==> src/rtl/sdram_host_arbiter_pkg.sv <==
// Shared types for the SDRAM host-port arbiter: FSM states, port ownership, bus widths.
package sdram_host_arbiter_pkg;

    typedef enum logic [1:0] {
        ARB_IDLE = 2'd0,
        ARB_BUSY = 2'd1,
        ARB_DONE = 2'd2
    } arb_state_t;

    typedef enum logic {
        OWNER_I = 1'b0,
        OWNER_D = 1'b1
    } owner_t;

    localparam int ADDR_W = 30;
    localparam int DATA_W = 32;
    localparam int BSEL_W = 4;

endpackage

==> src/rtl/sdram_arb_watchdog.sv <==
// Transfer watchdog: counts enabled cycles since the last clear and flags expiry
// on the TIMEOUT_CYCLES-th one. TIMEOUT_CYCLES=0 disables it entirely.
module sdram_arb_watchdog #(
    parameter int TIMEOUT_CYCLES = 256
) (
    input  logic clk,
    input  logic rst,
    input  logic clear,
    input  logic enable,
    output logic expired
);

    generate
        if (TIMEOUT_CYCLES == 0) begin : g_off
            assign expired = 1'b0;
        end else begin : g_on
            localparam int CW = $clog2(TIMEOUT_CYCLES + 1);
            logic [CW-1:0] cnt;

            // cnt holds the number of enabled cycles already elapsed, so the
            // cycle in which it equals TIMEOUT_CYCLES-1 is the last one allowed.
            assign expired = enable && (cnt == CW'(TIMEOUT_CYCLES - 1));

            always_ff @(posedge clk or posedge rst) begin
                if (rst) begin
                    cnt <= '0;
                end else if (clear) begin
                    cnt <= '0;
                end else if (enable && !expired) begin
                    cnt <= cnt + 1'b1;
                end
            end
        end
    endgenerate

endmodule

==> src/rtl/sdram_host_arbiter.sv <==
// Round-robin arbiter sharing the bridge host port between the instruction
// (read-only) and data ports; latches the winner and holds it for the transfer.
module sdram_host_arbiter
    import sdram_host_arbiter_pkg::*;
#(
    parameter int TIMEOUT_CYCLES = 256,
    parameter int ROUND_ROBIN    = 1
) (
    input  logic              clk,
    input  logic              rst,
    input  logic              i_cs,
    input  logic [ADDR_W-1:0] i_addr,
    input  logic [BSEL_W-1:0] i_bytesel,
    output logic [DATA_W-1:0] i_rdata,
    output logic              i_compl,
    output logic              i_err,
    input  logic              d_cs,
    input  logic [ADDR_W-1:0] d_addr,
    input  logic [BSEL_W-1:0] d_bytesel,
    input  logic [DATA_W-1:0] d_wdata,
    input  logic              d_wr_en,
    output logic [DATA_W-1:0] d_rdata,
    output logic              d_compl,
    output logic              d_err,
    output logic              m_cs,
    output logic [ADDR_W-1:0] m_addr,
    output logic [DATA_W-1:0] m_wdata,
    output logic              m_wr_en,
    output logic [BSEL_W-1:0] m_bytesel,
    input  logic [DATA_W-1:0] m_rdata,
    input  logic              m_compl
);

    arb_state_t        state, state_nxt;
    owner_t            owner, last_grant, winner;
    logic              i_req, d_req;
    logic              grant_valid, grant_d, fin, timeout, expired;
    logic [DATA_W-1:0] rd_val;

    assign i_req = i_cs && (|i_bytesel);
    assign d_req = d_cs && (|d_bytesel);

    sdram_arb_watchdog #(
        .TIMEOUT_CYCLES(TIMEOUT_CYCLES)
    ) u_watchdog (
        .clk    (clk),
        .rst    (rst),
        .clear  (grant_valid),
        .enable (state == ARB_BUSY),
        .expired(expired)
    );

    always_ff @(posedge clk or posedge rst) begin
        if (rst) begin
            state <= ARB_IDLE;
        end else begin
            state <= state_nxt;
        end
    end

    always_comb begin
        state_nxt = state;
        case (state)
            ARB_IDLE: if (grant_valid) state_nxt = ARB_BUSY;
            ARB_BUSY: if (fin)         state_nxt = ARB_DONE;
            ARB_DONE:                  state_nxt = ARB_IDLE;
            default:                   state_nxt = ARB_IDLE;
        endcase
    end

    // Decisions for this cycle; the register block below applies them at the edge.
    always_comb begin
        grant_valid = (state == ARB_IDLE) && (i_req || d_req);
        if (ROUND_ROBIN != 0) begin
            grant_d = d_req && (!i_req || (last_grant == OWNER_I));
        end else begin
            grant_d = d_req;
        end
        winner  = grant_d ? OWNER_D : OWNER_I;
        fin     = (state == ARB_BUSY) && (m_compl || expired);
        timeout = (state == ARB_BUSY) && !m_compl && expired;
        rd_val  = (timeout || m_wr_en) ? '0 : m_rdata;
    end

    always_ff @(posedge clk or posedge rst) begin
        if (rst) begin
            m_cs       <= 1'b0;
            m_addr     <= '0;
            m_wdata    <= '0;
            m_wr_en    <= 1'b0;
            m_bytesel  <= '0;
            owner      <= OWNER_I;
            last_grant <= OWNER_I;
            i_rdata    <= '0;
            i_compl    <= 1'b0;
            i_err      <= 1'b0;
            d_rdata    <= '0;
            d_compl    <= 1'b0;
            d_err      <= 1'b0;
        end else begin
            i_rdata <= '0;
            i_compl <= 1'b0;
            i_err   <= 1'b0;
            d_rdata <= '0;
            d_compl <= 1'b0;
            d_err   <= 1'b0;
            if (grant_valid) begin
                m_cs       <= 1'b1;
                m_addr     <= grant_d ? d_addr    : i_addr;
                m_bytesel  <= grant_d ? d_bytesel : i_bytesel;
                m_wdata    <= grant_d ? d_wdata   : '0;
                m_wr_en    <= grant_d ? d_wr_en   : 1'b0;
                owner      <= winner;
                last_grant <= winner;
            end else if (fin) begin
                // Bridge must see m_cs low as it returns to idle.
                m_cs      <= 1'b0;
                m_bytesel <= '0;
                if (owner == OWNER_D) begin
                    d_compl <= 1'b1;
                    d_err   <= timeout;
                    d_rdata <= rd_val;
                end else begin
                    i_compl <= 1'b1;
                    i_err   <= timeout;
                    i_rdata <= rd_val;
                end
            end
        end
    end

endmodule

==> config.mk <==
export PLATFORM = sky130hd
export DESIGN_NAME = sdram_host_arbiter
export DESIGN_NICKNAME = d
export VERILOG_FILES = /design/src/rtl/sdram_host_arbiter_pkg.sv /design/src/rtl/sdram_arb_watchdog.sv /design/src/rtl/sdram_host_arbiter.sv
export SDC_FILE = /design/constraint.sdc
export NUM_CORES = 1
export LEC_CHECK = 0
export CAP_MARGIN = 20
export CORE_ASPECT_RATIO = 0.9
export CORE_MARGIN = 8
export CORE_UTILIZATION = 44
export CTS_CLUSTER_SIZE = 30
export DETAILED_ROUTE_END_ITERATION = 10
export HOLD_SLACK_MARGIN = 0.15
export PLACE_DENSITY = 0.95
export RECOVER_POWER = 25
export SLEW_MARGIN = 20
export SYNTH_ARGS = -nofsm -noshare
export SYNTH_HDL_FRONTEND = slang
export SYNTH_HIERARCHICAL = 1
export SYNTH_SLANG_ARGS = --single-unit
==> constraint.sdc <==
create_clock -name clk -period 10.35 [get_ports clk]
set_input_delay 2.07 -clock clk [delete_from_list [all_inputs] [get_ports clk]]
set_output_delay 2.07 -clock clk [all_outputs]
set_load 0.05 [all_outputs]
# --- Word level (Yosys, flattened, before mapping) ---
# Index checks and enable logic that the tools add are counted.
totals:
  reg_bits: 148
  inputBits: 138
  out_inout_bits: 136
  word_cells: 75
classes:
  addsub: 1
  eq_ne: 4
  muxes: 33
  bitwise: 1
  reduce_logical: 22
op_table:
  columns: ["operator", "count"]
  rows:
  - ["$mux 32", 8]
  - ["$mux 30", 1]
  - ["$mux 9", 2]
  - ["$mux 1", 16]
  - ["$mux 4", 3]
  - ["$add 9x1->9 const B", 1]
  - ["$eq 9x8->1 const B", 1]
  - ["$logic_and 1x1->1", 9]
  - ["$reduce_or 4->1", 2]
  - ["$logic_or 1x1->1", 4]
  - ["$mux 2", 2]
  - ["$ne 2x2->1 const B", 2]
  - ["$pmux 2 s2", 1]
  - ["$reduce_bool 2->1", 2]
  - ["$logic_not 1->1", 3]
  - ["$eq 2x1->1 const B", 1]
  - ["$logic_not 2->1", 1]
  - ["$reduce_and 2->1", 1]
  - ["$not 1->1", 1]

# --- Logic depth before layout (Yosys ltp) ---
# Gate-level depths: netlist of run 1.
depth:
  ltp_word: 8
  mapped_depth: 8
  depth_no_buf: 8

# --- Cells and area by module ---
# The synthesis of run 1 kept the hierarchy.
by_module_without_submodules:
  columns: ["module", "instances", "cells_per_inst", "area_each_um2"]
  rows:
  - ["sdram_host_arbiter", 1, 387, 5156.2]
  - ["sdram_arb_watchdog", 1, 49, 486.7]

# --- Worst setup path before layout of run 1 ---
# Ideal clock, no wire load.
synth_timing:
  path_type: "in2reg"
  from: "input i_bytesel[0]"
  to: "register u_watchdog.g_on.cnt[8]"
  setup_time_ps: 94
  t_arrival_ps: 3378
  required_time_ps: 10256
  path_slack_ps: 6878
  path_stages: 8
  path_cell_list: "o41ai_2 a211o_1 buf_4 buf_6 buf_4 inv_1 buf_1 a211oi_1"
synth_via:
  elab_chain_cells: 5
  word_cells_on_any_way: 6
  cone_classes: "1 x mux; 5 x reduce/logical"
synth_rtl:
  columns: ["element", "line", "rtl"]
  rows:
  - ["start: declaration", "sdram_host_arbiter.sv:13", "input logic [BSEL_W-1:0] i_bytesel,"]
  - ["$reduce_or 4->1 *", "sdram_host_arbiter.sv:40", "assign i_req = i_cs && (|i_bytesel);"]
  - ["$logic_and 1x1->1 *", "sdram_host_arbiter.sv:40", null]
  - ["$logic_or 1x1->1 *", "sdram_host_arbiter.sv:73", "grant_valid = (state == ARB_IDLE) && (i_req || d_req);"]
  - ["$logic_and 1x1->1 *", "sdram_host_arbiter.sv:73", null]
  - ["via grant_valid", "sdram_host_arbiter.sv:37", "logic grant_valid, grant_d, fin, timeout, expired;"]
  - ["$mux 9 / $reduce_bool 2->1 (equally long branches)", null, null]
  - ["end signal: assignment", "sdram_arb_watchdog.sv:30", "cnt <= cnt + 1'b1;"]
  - ["end: declaration", "sdram_arb_watchdog.sv:18", "logic [CW-1:0] cnt;"]
# Mark *: on every way through the listed nets, which the timed path passes. The rest lies on a longest branch.
# A chain may end at the register's enable or synchronous reset.

==> qor.csv, run 1 <==
stage,metric,value,unit
run_status,status,finished with violations,
run_status,failed_checks,"max-capacitance violations, max-slew violations",
grt,use_met1,21.9,%
cells_and_area,finalNetCount,847,
hold_path,holdPathStages,2,
logic_synthesis,asyncSetResetFlopFracSynth,100,%
logic_synthesis,synth_area,0.00564,sq mm
worst_setup_path,crit_chain,"dlygate4sd3_1, clkinvlp_2, buf_4",
cells_and_area,final_util,71.9,%
logic_synthesis,synth_simple_gate_area_share,13.2,%
detailed_routing,first_pass_iters,4,
power_and_ir_drop,swShare,43.2,%
logic_synthesis,synth.most_common_cell,dfrtp_1,
grt,top_usage_layer,met2,
floorplan,die_x,135,um
sta,period_needed,4.82,ns
sta,fin_tns_setup,0,ns
worst_setup_path,r2r_slack,7.83,ns
logic_synthesis,synth_top_area_cell,dfrtp_1,
worst_setup_path,critical_path_class,in -> async,
logic_synthesis,ys.warnings.count,6,
cts,htreeDepth,4,
cts,root_buffer,clkbuf_16,
cts,path_clk_slew,0.05,ns
floorplan,coreArea,0.0126,sq mm
detailed_routing,via_per_inst,5.08,
logic_synthesis,ys_seq_area_share,65.6,%
floorplan,die-area,0.0167,sq mm
cts,clock_path_buffers,2,
sta,skew,0.00910,ns
logic_synthesis,synth_compound_area_share,11.1,%
floorplan,io_pins,274,
placed_design,gp_congestion,0.850,
logic_synthesis,ys_seq_elements,148,
sta,fmax,0.208,GHz
hold_path,min_from,m_addr[10],
cts,insertion_delay,0.41,ns
worst_setup_path,critical_path_arrival,5.22,ns
logic_synthesis,synth_top_area_share,65.6,%
logic_synthesis,synth_area_leaders,"dfrtp_1 66%, and2_1 7.1%, mux2i_1 5.5%",
worst_setup_path,worstPathRequired,10.75,ns
worst_setup_path,end_kind,async pin,
cts,cts_setup_buffers,0,
power_and_ir_drop,p_leak,4.10,nW
sta,min_period_over_period,46.5,%
grt,antenna_found_initial,2,
worst_setup_path,rr_worst_depth,8,
grt,use_met3,14.7,%
power_and_ir_drop,cellInternalPower,1.57,mW
power_and_ir_drop,powerDensity,306,mW/mm^2
power_and_ir_drop,p_seq_share,30.6,%
worst_setup_path,cp_slowest_cell,clkinvlp_2,
sta,slew_violations,66,
floorplan,rows,39,
cts,cts_sinks,148,
power_and_ir_drop,comb_power_share,47.0,%
logic_synthesis,syn-num-nets,576,
hold_path,holdPathEnd,m_addr[10],
power_and_ir_drop,power_switching,1.19,mW
cts,ctsResizeCount,0,
logic_synthesis,synthMuxAreaShare,5.50,%
grt,gr-usage-all-layers,22.5,%
placed_design,dpl.hpwl,13700,um
logic_synthesis,synthTopCellsByCount,"148 x dfrtp_1, 64 x and2_1, 35 x o21ai_1",
floorplan,die_h,123,um
logic_synthesis,synth_top_family_by_area,simple AND/OR/NAND/NOR gates,
floorplan,initial_core_util,44.8,%
grt,grt_max_degree,76,
logic_synthesis,synth.avg_cell_area,12.9,sq um
cts,tritoncts,done,
worst_setup_path,critPathLaunchType,primary input,
grt,grt_pass1_wl,28300,um
detailed_routing,ant_nets,0,
logic_synthesis,synthAdderAreaFrac,0.443,%
hold_path,hp-class,reg -> reg,
cts,hold_buffers,0,
flow_run,maxCapViolCount,1,
worst_setup_path,slowest_delay,1.56,ns
detailed_routing,wirelength,18500,um
grt,grt_pass1_vias,5035,
power_and_ir_drop,power_frac_clock,22.4,%
worst_setup_path,r2r-start,u_watchdog/g_on.cnt[0],
logic_synthesis,synthFlopType,dfrtp_1,
logic_synthesis,synth_edf_count,0,
cts,cts_buffers,17,
cells_and_area,insertedDiodeCount,0,
worst_setup_path,worstSetupStartpoint,rst,
power_and_ir_drop,max-vdd-ir-drop,0.175,mV
sta,finalHoldViolations,0,
sta,rsz0062_at_grt,false,
detailed_routing,wl_per_cell,21.0,um
detailed_routing,drc,0,
detailed_routing,num_vias,4482,
logic_synthesis,synth_cell_types,40,
cells_and_area,area_delta_synth_final,60.4,%
cells_and_area,seq_area,0.00370,sq mm
cells_and_area,multi_input_area,0.00175,sq mm
sta,maxSlewHeadroom,-82.6,%
worst_setup_path,rr_endpoint,m_bytesel[1],
logic_synthesis,synth-xor-area-share,0.310,%
placed_design,io_buffers,273,
sta,report.final.setup_viol,0,
detailed_routing,drtIter0Drc,165,
grt,met2_usage,38.0,%
logic_synthesis,synth_cells,436,
grt,grt-ovfl-total,0,
worst_setup_path,crit_fanout,75,
cells_and_area,layout-drive-gt1-share,5.85,%
sta,worst-slew-pin-transition,2.72,ns
cells_and_area,fill_cells,806,
cell families after synthesis:
kind of cell	Yosys count
XOR/XNOR	2
multiplexers	31
adder cells (fa/ha/maj)	2
AO/OA/AOI/OAI	89
flip-flops	148
buffers and inverters	35
AND/OR/NAND/NOR	129
critical path, delay by kind of cell:
family                 cells  cell delay (ns)
buffers and inverters      3             3.07
layout by cell type, fill, tap and decap left out, drive strengths merged, types with 3 or more instances in the layout:
cell type,netlist,final
or3,3,3
nor2,9,9
clkbuf,8,23
and2,65,65
buf,18,4
clkdlybuf4s50,0,271
o31ai,3,3
inv,9,10
nand2,33,33
dfrtp,148,148
bufinv,0,3
a22o,33,33
mux2i,31,31
a32oi,4,4
o21ai,38,38
nand3,6,6
a21oi,5,5
worst max-delay path by stage:
stage,to,depth (start not counted)
final,state[1],3
after global routing,m_bytesel[2],3
after CTS,m_wdata[3],6
after detailed placement,m_wdata[3],6
after global placement,m_wdata[0],6
after floorplan,d_compl,1
state kept, by name, summed over array words and instances (netlist names):
name                 count
d_rdata                 32
i_rdata                 32
m_wdata                 32
m_addr                  30
u_watchdog/g_on.cnt      9
m_bytesel                4
state                    2
d_compl                  1
d_err                    1
i_compl                  1
i_err                    1
last_grant               1
m_cs                     1
m_wr_en                  1
final cells by class:
cell class | count | area share (%)
repair buffers | 278 | 30.6
inverters | 9 | 0.387
flip-flops and latches | 148 | 40.9
well taps | 164 | 2.27
clock buffers | 22 | 5.13
multi-input cells | 253 | 19.3
clock inverters | 8 | 1.38
power by group through the flow:
stage / sequential, mW / combinational [mW] / clock, mW
2_1_floorplan: 1.39 / 0.297 / 0
3_3_place_gp: 0.845 / 1.28 / 0
3_5_place_dp: 0.853 / 1.31 / 0
4_1_cts: 0.849 / 1.32 / 0.630
5_1_grt: 0.866 / 1.36 / 0.656
6_report: 0.847 / 1.30 / 0.619
through the flow:
step	instance area, sq um	hold WS, ns	std cells	power (mW)	setup WS, ns
6_report	9050	0.484	882	2.77	5.53
3_5_place_dp	8480	0.477	852	2.17	5.41
4_1_cts	9070	0.489	882	2.80	5.88
3_3_place_gp	8470	0.469	851	2.12	5.59
2_1_floorplan	5640	0.480	436	1.69	4.56
5_1_grt	9050	0.509	882	2.89	4.91
per-layer routing:
metal  vias to the layer above  routed length, um
li1                       2043                  -
met1                      2159               6360
met2                       241               8940
met3                        35               2700
met4                         4                483
met5                         -                 16
No activity file was read; power rests on OpenSTA's default activity.
==> inputs of run 2 (changes only) <==
Settings changed: CORE_UTILIZATION 44 to 37, PLACE_DENSITY 0.95 to 0.89.
Clock period 10.35 ns to 4.11 ns, I/O delays scaled along.
==> run 2 against run 1 <==
Effect of this change:
- the flow now finishes without violations
- core utilization decreased by 12 points
- critical path type is now in -> reg
- highest routed layer unchanged
- largest power group unchanged
- sequential power increased by 150%
- routed wire length decreased by 8.7%
- flip-flop and latch count unchanged
==> qor.csv, run 2 (synthesized netlist as in run 1, its figures left out) <==
stage,metric,value,unit,change
worst_setup_path,worstSetupStartpoint,m_compl,,
grt,grt_pass1_vias,4831,,-4.1%
detailed_routing,wirelength,16900,um,-8.7%
hold_path,holdPathStages,2,,unchanged
cts,cts_sinks,148,,unchanged
placed_design,dpl.hpwl,12900,um,-5.8%
sta,worst-slew-pin-transition,1.49,ns,-1.23 ns
cts,insertion_delay,0.41,ns,about the same
worst_setup_path,worstPathRequired,4.44,ns,-6.31 ns
worst_setup_path,crit_fanout,32,,-57%
cells_and_area,layout_commonest_cell,clkdlybuf4s50_1,,
cells_and_area,final_cell_mix,"271 x clkdlybuf4s50_1, 148 x dfrtp_1, 45 x and2_1",,
cts,tritoncts,done,,
cells_and_area,insertedDiodeCount,0,,unchanged
worst_setup_path,critPathTopFamily,buffers and inverters,,
detailed_routing,wl_per_cell,18.3,um,-13%
power_and_ir_drop,max-vdd-ir-drop,0.472,mV,+170%
cells_and_area,largestRegisters,"d_rdata (32), i_rdata (32), m_wdata (32)",,
grt,grt-ovfl-total,0,,unchanged
cells_and_area,layout-drive-gt1-share,6.10,%,+0.25 points
cts,cts_buffers,17,,unchanged
floorplan,io_pins,274,,unchanged
placed_design,gp_congestion,0.780,,-8.2%
worst_setup_path,crit_chain,"dlygate4sd3_1, nor4b_1, clkbuf_1, and2_1",,
cells_and_area,area_delta_synth_final,61.3,%,
floorplan,die_h,133,um,+7.9%
worst_setup_path,cp_slowest_cell,clkbuf_1,,
cts,cts_setup_buffers,0,,unchanged
cts,clock_path_buffers,2,,unchanged
sta,maxSlewHeadroom,0.537,%,+83 points
floorplan,die_x,146,um,+8.0%
sta,fmax,0.378,GHz,
floorplan,die-area,0.0195,sq mm,+16%
sta,rsz0062_at_grt,false,,
floorplan,rows,43,,+10%
detailed_routing,ant_nets,0,,unchanged
grt,gr-usage-all-layers,17.4,%,-5.1 points
grt,grt_pass1_wl,26500,um,-6.4%
sta,skew,0.00746,ns,-0.00164 ns
cts,ctsResizeCount,0,,unchanged
grt,antenna_found_initial,1,,-1
sta,slew_violations,0,,-100%
worst_setup_path,end_kind,flop,,
hold_path,min_from,m_cs,,
flow_run,maxCapViolCount,0,,-1
sta,report.final.setup_viol,0,,unchanged
cts,htreeDepth,4,,unchanged
detailed_routing,drtIter0Drc,141,,-15%
worst_setup_path,slowest_delay,0.95,ns,-0.61 ns
cts,root_buffer,clkbuf_16,,
detailed_routing,num_vias,4418,,-1.4%
run_status,status,finished clean,,
detailed_routing,via_per_inst,4.79,,-5.8%
cts,path_clk_slew,0.06,ns,about the same
cells_and_area,finalNetCount,848,,+0.12%
hold_path,hp-class,reg -> reg,,
grt,grt_max_degree,78,,+2.6%
detailed_routing,first_pass_iters,4,,unchanged
cts,hold_buffers,0,,unchanged
worst_setup_path,rr_worst_depth,4,,-4
sta,hold-worst-slack,0.475,ns,-0.00890 ns
placed_design,io_buffers,273,,unchanged
floorplan,initial_core_util,37.2,%,-7.6 points
worst_setup_path,critical_path_arrival,2.98,ns,-2.24 ns
power_and_ir_drop,powerDensity,756,mW/mm^2,+150%
power_and_ir_drop,p_leak,4.10,nW,-0.15%
detailed_routing,drc,0,,unchanged
worst_setup_path,crit_cells,4,,+1
worst_setup_path,critPathLaunchType,primary input,,
worst_setup_path,path_buf_inv,2,,-1
sta,fin_tns_setup,0,ns,unchanged
worst_setup_path,r2r-start,last_grant,,
sta,min_period_over_period,64.4,%,
sta,finalHoldViolations,0,,unchanged
floorplan,coreArea,0.0152,sq mm,+21%
sta,period_needed,2.65,ns,
worst_setup_path,critical_path_class,in -> reg,,
cells_and_area,fill_cells,1245,,+54%
==> run 2: layer usage <==
metal	vias to the layer above	part of all wire, %	track usage (%)
met1	2150	39	19.1
met5	-	0.077	0
li1	2048	-	-
met4	2	1.3	5.60
met2	199	48	28.9
met3	19	11	9.02
==> run 2: worst register-to-register path, stage by stage, from the launching register on <==
cell and delay [ns]:
dfrtp_1 0.45, inv_1 0.18, nor4b_1 0.38, clkbuf_1 0.88, and2_1 0.30
==> run 2: cell type report <==
cell class / instances / area (sq um) / area share [%]
Sequential cell: 148 / 3700 / 40.7
Timing Repair Buffer: 279 / 2780 / 30.5
Multi-Input combinational cell: 253 / 1730 / 19.0
Tap cell: 202 / 253 / 2.78
Inverter: 9 / 37.5 / 0.412
Clock inverter: 11 / 126 / 1.39
Clock buffer: 21 / 470 / 5.17
==> run 2: power by group <==
part	leakage, nW	internal [mW]	total [mW]	switching [mW]
registers	1.97	1.88	2.11	0.226
clock network	0.282	0.944	1.53	0.585
logic	1.85	1.10	3.25	2.15
total	4.10	3.92	6.88	2.96
==> run 2: path summary, 6_finish.rpt <==
kind	end	slack (ns)
max	i_rdata[30]	1.46
min	m_cs	0.47
max reg2reg	d_rdata[6]	1.85
min reg2reg	m_cs	0.47
max in group asynchronous	i_rdata[25]	1.73
min in group asynchronous	u_watchdog/g_on.cnt[6]	0.91
==> run 2: through the flow <==
stage	instances	instance area [sq um]	worst slack [ns]	total power, mW	util [%]
6_report	923	9100	1.46	6.88	60.0
5_1_grt	923	9100	1.30	7.22	60.0
4_1_cts	923	9140	1.43	6.99	60.3
3_5_place_dp	891	8550	1.07	5.44	56.3
3_3_place_gp	891	8550	1.12	5.38	56.3
2_1_floorplan	436	5650	1.55	4.25	-
==> inputs of run 3 (changes only) <==
Settings changed: CORE_UTILIZATION 37 to 41, PLACE_DENSITY 0.89 to 0.93.
Clock period 4.11 ns to 2.8 ns, I/O delays scaled along.
==> run 3 against run 2 <==
Effect of this change:
- clock skew hardly changed
- worst hold slack gained 0.0066 ns
- via count increased by 1.8%
- routed wire length rose by 7.4%
- global-route usage up 3.3 points
- flip-flop and latch count stayed put
- power grew 50%
- non-clock buffer count grew 3
- die area decreased by 8.7%
- clock-buffer cell count fell by 1
- worst setup slack worse by 1.0 ns
- core utilization increased by 8.2 points
==> qor.csv, run 3 (synthesized netlist as in run 1, its figures left out) <==
stage,metric,value,unit,change
sta,fmax,0.425,GHz,
hold_path,holdPathEnd,m_addr[14],,
floorplan,rows,40,,-7.0%
hold_path,holdPathStages,2,,unchanged
power_and_ir_drop,max-vdd-ir-drop,0.814,mV,+72%
worst_setup_path,crit_fanout,4,,-88%
power_and_ir_drop,comb_power_share,47.5,%,+0.3 points
sta,skew,0.00740,ns,-0.0000575 ns
cts,htreeDepth,4,,unchanged
placed_design,preCtsSetupSlack,0.256,ns,-0.814 ns
power_and_ir_drop,swShare,43.0,%,about the same
floorplan,die-area,0.0178,sq mm,-8.7%
sta,period_needed,2.35,ns,
hold_path,hp-class,reg -> reg,,
cells_and_area,multi_input_area,0.00176,sq mm,+1.8%
cells_and_area,finalNetCount,851,,+0.35%
grt,grt-ovfl-total,0,,unchanged
detailed_routing,drtIter0Drc,173,,+23%
worst_setup_path,path_buf_inv,1,,-1
floorplan,initial_core_util,42.1,%,+4.9 points
cts,tritoncts,done,,
worst_setup_path,r2r-start,u_watchdog/g_on.cnt[0],,
detailed_routing,first_pass_iters,4,,unchanged
cts,cts_sinks,148,,unchanged
cells_and_area,area_delta_synth_final,62.2,%,
worst_setup_path,slowest_delay,0.90,ns,-0.05 ns
worst_setup_path,critical_path_arrival,1.79,ns,-1.19 ns
detailed_routing,drc,0,,unchanged
cts,path_clk_slew,0.06,ns,about the same
placed_design,io_buffers,273,,unchanged
sta,finalHoldViolations,0,,unchanged
grt,grt_pass1_wl,28400,um,+6.9%
worst_setup_path,crit_chain,clkdlybuf4s50_1,,
sta,worst-slew-pin-transition,1.31,ns,-0.184 ns
worst_setup_path,end_kind,primary output,,
sta,rsz0062_at_grt,false,,
worst_setup_path,crit_cells,1,,-3
power_and_ir_drop,powerDensity,1130,mW/mm^2,+49%
grt,gr-usage-all-layers,20.7,%,+3.3 points
sta,report.final.setup_viol,0,,unchanged
worst_setup_path,r2r_slack,0.68,ns,-1.17 ns
cells_and_area,fill_cells,899,,-28%
hold_path,min_from,m_addr[14],,
cts,clock_path_buffers,2,,unchanged
sta,finalWorstSetupSlack,0.445,ns,-1.02 ns
power_and_ir_drop,p_leak,4.17,nW,+1.8%
sta,hold-worst-slack,0.481,ns,+0.00664 ns
grt,grt_pass1_vias,4963,,+2.7%
cells_and_area,largestRegisters,"d_rdata (32), i_rdata (32), m_wdata (32)",,
floorplan,die_x,140,um,-4.5%
detailed_routing,wl_per_cell,20.4,um,+11%
placed_design,gp_congestion,0.850,,+9.0%
worst_setup_path,cp_slowest_cell,clkdlybuf4s50_1,,
worst_setup_path,critical_path_class,reg -> out,,
worst_setup_path,rr_worst_depth,8,,+4
worst_setup_path,critPathLaunchType,flop,,
power_and_ir_drop,power_frac_clock,22.1,%,about the same
grt,antenna_found_initial,0,,-1
detailed_routing,via_per_inst,5.06,,+5.6%
cells_and_area,layout_commonest_cell,clkdlybuf4s50_1,,
cts,cts_buffers,17,,unchanged
detailed_routing,ant_nets,0,,unchanged
power_and_ir_drop,p_seq_share,30.4,%,-0.2 points
cells_and_area,final_cell_mix,"272 x clkdlybuf4s50_1, 148 x dfrtp_1, 64 x and2_1",,
sta,maxSlewHeadroom,12.8,%,+12 points
cts,hold_buffers,0,,unchanged
sta,slew_violations,0,,unchanged
worst_setup_path,rr_endpoint,m_bytesel[2],,
placed_design,dpl.hpwl,13600,um,+5.3%
grt,grt_max_degree,100,,+28%
power_and_ir_drop,power_switching,4.43,mW,+50%
detailed_routing,wirelength,18100,um,+7.4%
detailed_routing,num_vias,4499,,+1.8%
floorplan,die_h,127,um,-4.4%
cells_and_area,seq_area,0.00370,sq mm,unchanged
run_status,status,finished clean,,
floorplan,io_pins,274,,unchanged
cts,insertion_delay,0.41,ns,about the same
cells_and_area,final_util,68.2,%,+8.2 points
worst_setup_path,worstPathRequired,2.24,ns,-2.20 ns
cts,cts_setup_buffers,0,,unchanged
sta,min_period_over_period,84.1,%,
sta,fin_tns_setup,0,ns,unchanged
cts,root_buffer,clkbuf_16,,
worst_setup_path,critPathTopFamily,buffers and inverters,,
floorplan,coreArea,0.0134,sq mm,-12%
cells_and_area,layout-drive-gt1-share,6.80,%,+0.69 points
power_and_ir_drop,cellInternalPower,5.87,mW,+50%
flow_run,maxCapViolCount,0,,unchanged
cts,ctsResizeCount,0,,unchanged
-- run 3: cell types whose count changed in the layout (fill, tap and decap cells not counted), sizes merged --
cell,delta
buf,+4
dlygate4sd3,-1
diode,+1
bufinv,+1
clkbuf,-2
clkinvlp,-3
clkdlybuf4s50,+1
-- run 3: metal layers --
| metal | vias up | track usage [%] | routed length (um) |
|---|---|---|---|
| met1 | 2197 | 22.1 | 6860 |
| met4 | 0 | 6.12 | 312 |
| met5 | - | 0 | 0 |
| met2 | 237 | 34.9 | 8760 |
| met3 | 21 | 11.3 | 2180 |
| li1 | 2044 | - | - |
-- run 3: cell type report --
type | instances | share of cell area (%)
antenna | 1 | 0.0273
inverter | 9 | 0.410
clock inverter | 9 | 1.42
clock buffer | 20 | 4.99
multi-input combinational | 253 | 19.3
timing repair buffer | 282 | 31.1
sequential | 148 | 40.5
tap | 168 | 2.30
-- run 3: worst max path at each step --
| stage | from | to | slack (ns) |
|---|---|---|---|
| finish | m_wr_en | m_wr_en | 0.45 |
| CTS | m_wr_en | m_wr_en | 0.40 |
| global route | m_wr_en | m_wr_en | 0.35 |
| floorplan | rst | d_compl | 0.50 |
| detailed placement | i_bytesel[0] | m_wdata[0] | 0.26 |
| global placement | i_bytesel[0] | m_wdata[3] | 0.32 |
-- run 3: power groups by stage --
stage          sequential, mW  combinational, mW  clock, mW
2_1_floorplan            5.14               1.10          0
3_3_place_gp             3.12               4.82          0
3_5_place_dp             3.15               4.94          0
4_1_cts                  3.14               4.95       2.32
5_1_grt                  3.21               5.13       2.42
6_report                 3.13               4.90       2.28
-- run 3: worst register-to-register path, cell delays in order, from the launching register on --
cell and delay, ns:
dfrtp_1 0.44, ha_1 0.26, nand3_1 0.09, nor2_1 0.05
ha_1 0.24, and2_2 0.21, o21ai_1 0.50, nand3_1 0.15
o21ai_1 0.11
-- run 3: per-stage QoR --
| stage | cell area, sq um | std cells | total power, mW |
|---|---|---|---|
| after CTS | 9160 | 889 | 10.4 |
| after detailed placement | 8580 | 860 | 8.09 |
| final | 9150 | 890 | 10.3 |
| after floorplan | 5650 | 436 | 6.24 |
| after global routing | 9150 | 889 | 10.8 |
| after global placement | 8580 | 860 | 7.93 |
